--- src/rtl/reg_pop_sequencer_pkg.sv ---
// Shared state encoding and small helpers for the pop sequencer.
package reg_pop_sequencer_pkg;

    localparam logic [1:0] STATE_IDLE = 2'd0;
    localparam logic [1:0] STATE_READ = 2'd1;
    localparam logic [1:0] STATE_DONE = 2'd2;

    typedef enum logic [1:0] {
        ST_IDLE = STATE_IDLE,
        ST_READ = STATE_READ,
        ST_DONE = STATE_DONE
    } pop_state_t;

    // Anything past IDLE counts as an operation in flight.
    function automatic logic state_is_busy(input pop_state_t s);
        return s != ST_IDLE;
    endfunction

endpackage

--- src/rtl/reg_pop_sequencer_dff.sv ---
// Enabled D flip-flop with asynchronous active-high clear.
module reg_pop_sequencer_dff #(
    parameter int WIDTH = 16
) (
    input  logic             clock,
    input  logic             reset,
    input  logic             enable,
    input  logic [WIDTH-1:0] d,
    output logic [WIDTH-1:0] q
);

    // Capture d when enabled; reset clears immediately.
    always_ff @(posedge clock or posedge reset) begin
        if (reset)
            q <= '0;
        else if (enable)
            q <= d;
    end

endmodule

--- src/rtl/reg_pop_sequencer.sv ---
// Reads memory at the incrementing register's value, returns the word and
// then pulses the register's increment (unless peeking).
module reg_pop_sequencer
    import reg_pop_sequencer_pkg::*;
#(
    parameter int WIDTH = 16,
    parameter int STEP  = 1
) (
    input  logic             clock,
    input  logic             reset,
    input  logic             pop_request,
    input  logic             pop_peek,
    input  logic             abort,
    output logic             busy,
    output logic             pop_valid,
    output logic [WIDTH-1:0] pop_data,
    input  logic [WIDTH-1:0] reg_value,
    output logic [WIDTH-1:0] reg_increment,
    output logic             reg_increment_enable,
    output logic [WIDTH-1:0] mem_address,
    output logic             mem_read,
    input  logic             mem_ready,
    input  logic [WIDTH-1:0] mem_data
);

    localparam logic [WIDTH-1:0] STEP_W = WIDTH'(STEP);

    pop_state_t state_q;
    pop_state_t state_d;
    logic       peek_flag;
    logic       accept;
    logic       capture;

    // A pop is accepted only from IDLE; busy requests are simply dropped.
    assign accept  = (state_q == ST_IDLE) && pop_request;
    // abort outranks a same-cycle mem_ready, so the data is not captured.
    assign capture = (state_q == ST_READ) && !abort && mem_ready;

    // State register; async reset drops mem_read/busy at once.
    always_ff @(posedge clock or posedge reset) begin
        if (reset)
            state_q <= ST_IDLE;
        else
            state_q <= state_d;
    end

    // Peek is remembered for the whole operation so DONE can gate the increment.
    always_ff @(posedge clock or posedge reset) begin
        if (reset)
            peek_flag <= 1'b0;
        else if (accept)
            peek_flag <= pop_peek;
    end

    // Next-state and decoded outputs.
    always_comb begin
        state_d              = state_q;
        mem_read             = 1'b0;
        pop_valid            = 1'b0;
        reg_increment_enable = 1'b0;
        case (state_q)
            ST_IDLE: begin
                if (pop_request)
                    state_d = ST_READ;
            end
            ST_READ: begin
                mem_read = 1'b1;
                if (abort)
                    state_d = ST_IDLE;
                else if (mem_ready)
                    state_d = ST_DONE;
            end
            ST_DONE: begin
                // abort is deliberately not looked at here: the read is done.
                pop_valid            = 1'b1;
                reg_increment_enable = ~peek_flag;
                state_d              = ST_IDLE;
            end
            default: state_d = ST_IDLE;
        endcase
    end

    assign busy          = state_is_busy(state_q);
    assign reg_increment = STEP_W;

    // Pointer is frozen at accept so later register writes cannot move the read.
    reg_pop_sequencer_dff #(.WIDTH(WIDTH)) u_addr (
        .clock  (clock),
        .reset  (reset),
        .enable (accept),
        .d      (reg_value),
        .q      (mem_address)
    );

    // Returned word holds until the next completed pop.
    reg_pop_sequencer_dff #(.WIDTH(WIDTH)) u_data (
        .clock  (clock),
        .reset  (reset),
        .enable (capture),
        .d      (mem_data),
        .q      (pop_data)
    );

endmodule

--- config.mk ---
export PLATFORM = sky130hd
export DESIGN_NAME = reg_pop_sequencer
export DESIGN_NICKNAME = d
export VERILOG_FILES = /design/src/rtl/reg_pop_sequencer_pkg.sv /design/src/rtl/reg_pop_sequencer_dff.sv /design/src/rtl/reg_pop_sequencer.sv
export SDC_FILE = /design/constraint.sdc
export NUM_CORES = 1
export LEC_CHECK = 0
export CELL_PAD_IN_SITES_DETAIL_PLACEMENT = 2
export CELL_PAD_IN_SITES_GLOBAL_PLACEMENT = 2
export CORE_ASPECT_RATIO = 1.25
export CORE_MARGIN = 8
export CORE_UTILIZATION = 21
export DETAILED_ROUTE_END_ITERATION = 12
export PLACE_DENSITY = 0.81
export RECOVER_POWER = 100
export SLEW_MARGIN = 20
export SYNTH_ARGS = -nofsm -noshare
export SYNTH_HDL_FRONTEND = slang
export SYNTH_HIERARCHICAL = 1
export SYNTH_SLANG_ARGS = --single-unit
--- constraint.sdc ---
create_clock -name clock -period 1.4 [get_ports clock]
set_input_delay 0.28 -clock clock [delete_from_list [all_inputs] [get_ports clock]]
set_output_delay 0.28 -clock clock [all_outputs]
set_load 0.05 [all_outputs]
**After elaboration in Yosys (flattened, before gate mapping)**

Cells that the tools add are included.

- Equal/unequal tests: 4
- Multiplexer cells: 7
- Bitwise operators: 1
- Reduce and logical (&&, ||, !) cells: 7

Operators with widths:

| cell | count |
|---|---|
| 2-bit 2-to-1 mux | 3 |
| 2-bit one-hot mux with 2 select lines | 1 |
| 1-bit logical AND | 3 |
| 1-bit 2-to-1 mux | 3 |
| 3-bit inequality test (second input constant) | 1 |
| 2-bit by 1-bit == test with 1-bit output (second input constant) | 1 |
| 2-bit == test (second input constant) | 1 |
| 2-bit zero test | 1 |
| 2-bit inequality test (second input constant) | 1 |
| 2-bit AND reduction | 1 |
| 2-bit nonzero test | 1 |
| 1-bit zero test | 1 |
| 1-bit NOT | 1 |

- Register bits after elaboration: 35
- Input port bits: 38
- Output and inout bits: 52

**Logic depth before layout (Yosys ltp)**

- Depth in word-level cells: 3
- Depth in mapped cells: 5
- Gate-level depth less buffers: 3

**Modules after synthesis**

The synthesis kept the hierarchy.

Modules (own cells, without submodules):

| module | instances | cells each | area each (um2) | seq. area each (um2) |
|---|---|---|---|---|
| reg_pop_sequencer_dff | 2 | 35 | 653.1 | 400.4 |
| reg_pop_sequencer | 1 | 33 | 297.8 | 75.1 |

**Least setup slack after synthesis**

OpenSTA, ideal clock, no wires.

- Kind: register to register
- Start: reg state_q[1]
- End: reg u_data.q[10]
- Library setup time: 125 ps
- Arrival: 1990 ps
- Path slack: -715 ps
- Cell stages (with the launch flop): 6
- Buffers on the path: 2
- Clock period less this slack: 2115 ps
- Path through: dfrtp_1 -> nor2b_1 -> and3b_1 -> buf_6 -> buf_12 -> mux2_4

- Word-level cells in the longest chain between the ends: 3

Ends and longest elaborated chain:

| what | RTL line | text |
|---|---|---|
| from (decl) | reg_pop_sequencer.sv:28 | `pop_state_t state_q;` |
| from (signal assigned) | reg_pop_sequencer.sv:44 | `state_q <= state_d;` |
| 2-bit by 1-bit == test with 1-bit output | reg_pop_sequencer.sv:37 | `assign capture = (state_q == ST_READ) && !abort && mem_ready;` |
| 1-bit logical AND (2 in a row) | reg_pop_sequencer.sv:37 |  |
| net capture | reg_pop_sequencer.sv:32 | `logic capture;` |
| to (signal assigned) | reg_pop_sequencer_dff.sv:15 | `q <= '0;` |
| to (signal assigned) | reg_pop_sequencer_dff.sv:17 | `q <= d;` |
| to (decl) | reg_pop_sequencer_dff.sv:9 | `output logic [WIDTH-1:0] q` |

The timed path passes the listed nets, and every way through them passes these cells.
A chain may end at the register's enable or synchronous reset.

**Final worst setup path**

- Start: reg state_q[0]
- End: out reg_increment_enable

- Word-level cells in the longest chain between the ends: 2

Ends and longest elaborated chain:

| what | RTL line | text |
|---|---|---|
| 2-bit == test | reg_pop_sequencer.sv:61 | `case (state_q)` |
| 1-bit 2-to-1 mux | reg_pop_sequencer.sv:61 |  |
| to (decl) | reg_pop_sequencer.sv:19 | `output logic reg_increment_enable,` |

Every way passes these cells.

==> flow_metrics.env <==
export IMPL_use_met3=0.0375
export IMPL_async_flop_share=1.00
export IMPL_final_cell_mix="buf_12 (38), clkdlybuf4s50_1 (36), dfrtp_1 (34)"
export IMPL_rr_endpoint="u_addr/q[4]$_DFFE_PP0P_"
export IMPL_ys_ff_latch=35
export IMPL_place_gp_congestion=0.678
export IMPL_synth_warning_count=6
export IMPL_htreeDepth=2
export IMPL_drc_errors=0
export IMPL_synth_edf_count=0
export IMPL_numCtsBuffers=5
export IMPL_finalSetupTns_ns=-4.79
export IMPL_seq_area_frac_synth=0.546
export IMPL_cp_endpoint="reg_increment_enable"
export IMPL_critPathLaunchType="flip-flop"
export IMPL_cp_required_ns=1.12
export IMPL_path_clk_slew_ns=0.07
export IMPL_routedWlPerCell_um=18.7
export IMPL_synth_top_area_cell="dfrtp_1"
export IMPL_synth_cell_type_count=16
export IMPL_maxSlewViolCount=0
export IMPL_vias=1112
export IMPL_violations="negative setup slack"
export IMPL_antenna_found_initial=0
export IMPL_grtUsageMet1=0.102
export IMPL_max_freq_mhz=624
export IMPL_post_route_min_period_ns=1.60
export IMPL_core_area_sq_um=7400
export IMPL_cts_sinks=35
export IMPL_clockBufferDepth=2
export IMPL_vias_per_cell=3.87
export IMPL_reg2regPathDepth=6
export IMPL_grt_ovfl_total=0
export IMPL_cap_violations=0
export IMPL_finalHoldViolCount=0
export IMPL_grt_max_degree=18
export IMPL_synth_cells=103
export IMPL_r2r_start="state_q[0]$_DFFE_PP0P_"
export IMPL_dr_first_iter_drc_count=41
export IMPL_grt_usage=0.0962
export IMPL_portBuffers=73
export IMPL_die_w_um=94.2
export IMPL_grt_busiest_layer="met2"
export IMPL_rrSetupSlack_ns=-0.18
export IMPL_utilization=0.412
export IMPL_grtUsageMet2=0.167
export IMPL_ant_nets=0
export IMPL_crit_type="reg2out"
export IMPL_grt_pass1_wl_um=7770
export IMPL_synth_area_per_cell_sq_um=15.6
export IMPL_p_per_area_nw_per_um2=1750
export IMPL_dp_hpwl_um=4020
export IMPL_yosys_top_cells_area="dfrtp_1 (55%), mux2_4 (19%), mux2_2 (9.1%)"
export IMPL_status="finished with violations"
export IMPL_finalSetupViolCount=37
export IMPL_synth_top_area_frac=0.546
export IMPL_drt_total_wl_um=5380
export IMPL_finalClockSkew_ns=0.00220
export IMPL_hold_class="in2async"
export IMPL_fillers=713
export IMPL_antennaDiodeCount=0
export IMPL_worstSkewPairLatency_ns=0.28
export IMPL_dieArea_sq_um=10700
export IMPL_grt_pass1_vias=1310
export IMPL_synthToLayoutAreaGrowth_pct=90.0
export IMPL_ios=90
export IMPL_dr_pass1_iters=2
export IMPL_drive_above_1_share=0.523
export IMPL_start_util=0.217
export IMPL_cp_startpoint="state_q[0]$_DFFE_PP0P_"
export IMPL_final_nets=233
export IMPL_period_share=1.14
export IMPL_p_leak_nw=1.40
export IMPL_rsz0062_at_grt="yes"
export IMPL_ir_worst_vdd_v=0.000707
export IMPL_rows=35
export IMPL_layout_setup_ws_ns=-0.201
export IMPL_clock_root_buffer="clkbuf_8"
export IMPL_layout_commonest_cell="buf_12"
export IMPL_cp_end_kind="primary output"
export IMPL_synth_area_sq_um=1600
export IMPL_ctsHoldBuffers=0
export IMPL_fp_dieH_um=114
export IMPL_ys_flop_type="dfrtp_1"
export IMPL_cts_tree="done"
export IMPL_path_max_fanout=4
export IMPL_crit_arrival_ns=1.32
==> flip-flops by register name, summed over array words and instances, names as in the netlist <==
register and count:
state_q 2, peek_flag 1, u_data/q 16, u_addr/q 16
==> critical path, cell delays in order, from the launching register on <==
cell and delay [ns]:
dfrtp_1 0.39, buf_6 0.13, and2b_2 0.22, nor2b_4 0.16, buf_12 0.14
==> power breakdown <==
group	internal (mW)	total, mW	switching, mW	leakage (nW)
clock network	0.386	0.736	0.350	0.0470
logic	1.56	2.98	1.42	0.935
registers	1.28	1.60	0.317	0.413
total	3.23	5.32	2.09	1.40
==> final cells by class <==
cell class,count,area [sq um],area share
clock inverter,1,5.00,0.00164
clock buffer,6,82.6,0.0271
inverter,3,11.3,0.00369
timing repair buffer,91,1310,0.431
tap,92,115,0.0378
sequential,35,877,0.288
multi-input combinational,59,643,0.211
==> worst min-delay path by stage <==
stage,startpoint,end,cells after the start
floorplan,reset,peek_flag$_DFFE_PP0P_,1
global placement,reset,peek_flag$_DFFE_PP0P_,2
detailed placement,reset,state_q[1]$_DFFE_PP0P_,2
CTS,reset,state_q[0]$_DFFE_PP0P_,2
global route,reset,state_q[0]$_DFFE_PP0P_,2
finish,reset,state_q[0]$_DFFE_PP0P_,2
==> cell usage after synthesis (2+ instances only) <==
cell and number:
dfrtp_1 35, mux2_4 20, buf_4 16, mux2_2 13, inv_1 3, and3b_1 2
buf_12 2, buf_6 2, conb_1 2, nor2b_1 2
==> per-layer routing <==
layer	share of wire	wire length, um
met3	0.079	423
met1	0.38	2040
met5	0	0
met4	0.012	63
met2	0.53	2850
==> through the flow <==
step	setup WS (ns)	std cells	hold WS, ns	cell area (sq um)	power [mW]
floorplan	-0.244	117	0.0336	1670	2.97
global placement	-0.254	270	0.522	2780	4.41
detailed placement	-0.313	270	0.520	2780	4.48
CTS	-0.206	282	0.211	2960	5.33
global route	-0.251	287	0.358	3050	5.54
finish	-0.201	287	0.355	3050	5.32
==> kinds of logic after synthesis <==
family,share of synthesized area
AO/OA/AOI/OAI,0.00546
flip-flops,0.546
other,0.00468
AND/OR/NAND/NOR,0.0445
multiplexers,0.278
buffers and inverters,0.121
==> repair_timing <==
item,4_1_cts,5_1_grt
setup endpoints to repair,37,37
setup buffers,4,3
pin swaps,1,1
cloned,1,2
endpoints found under the hold margin,0,0
resized for setup,14,3
No activity file was read; power rests on OpenSTA's default activity.
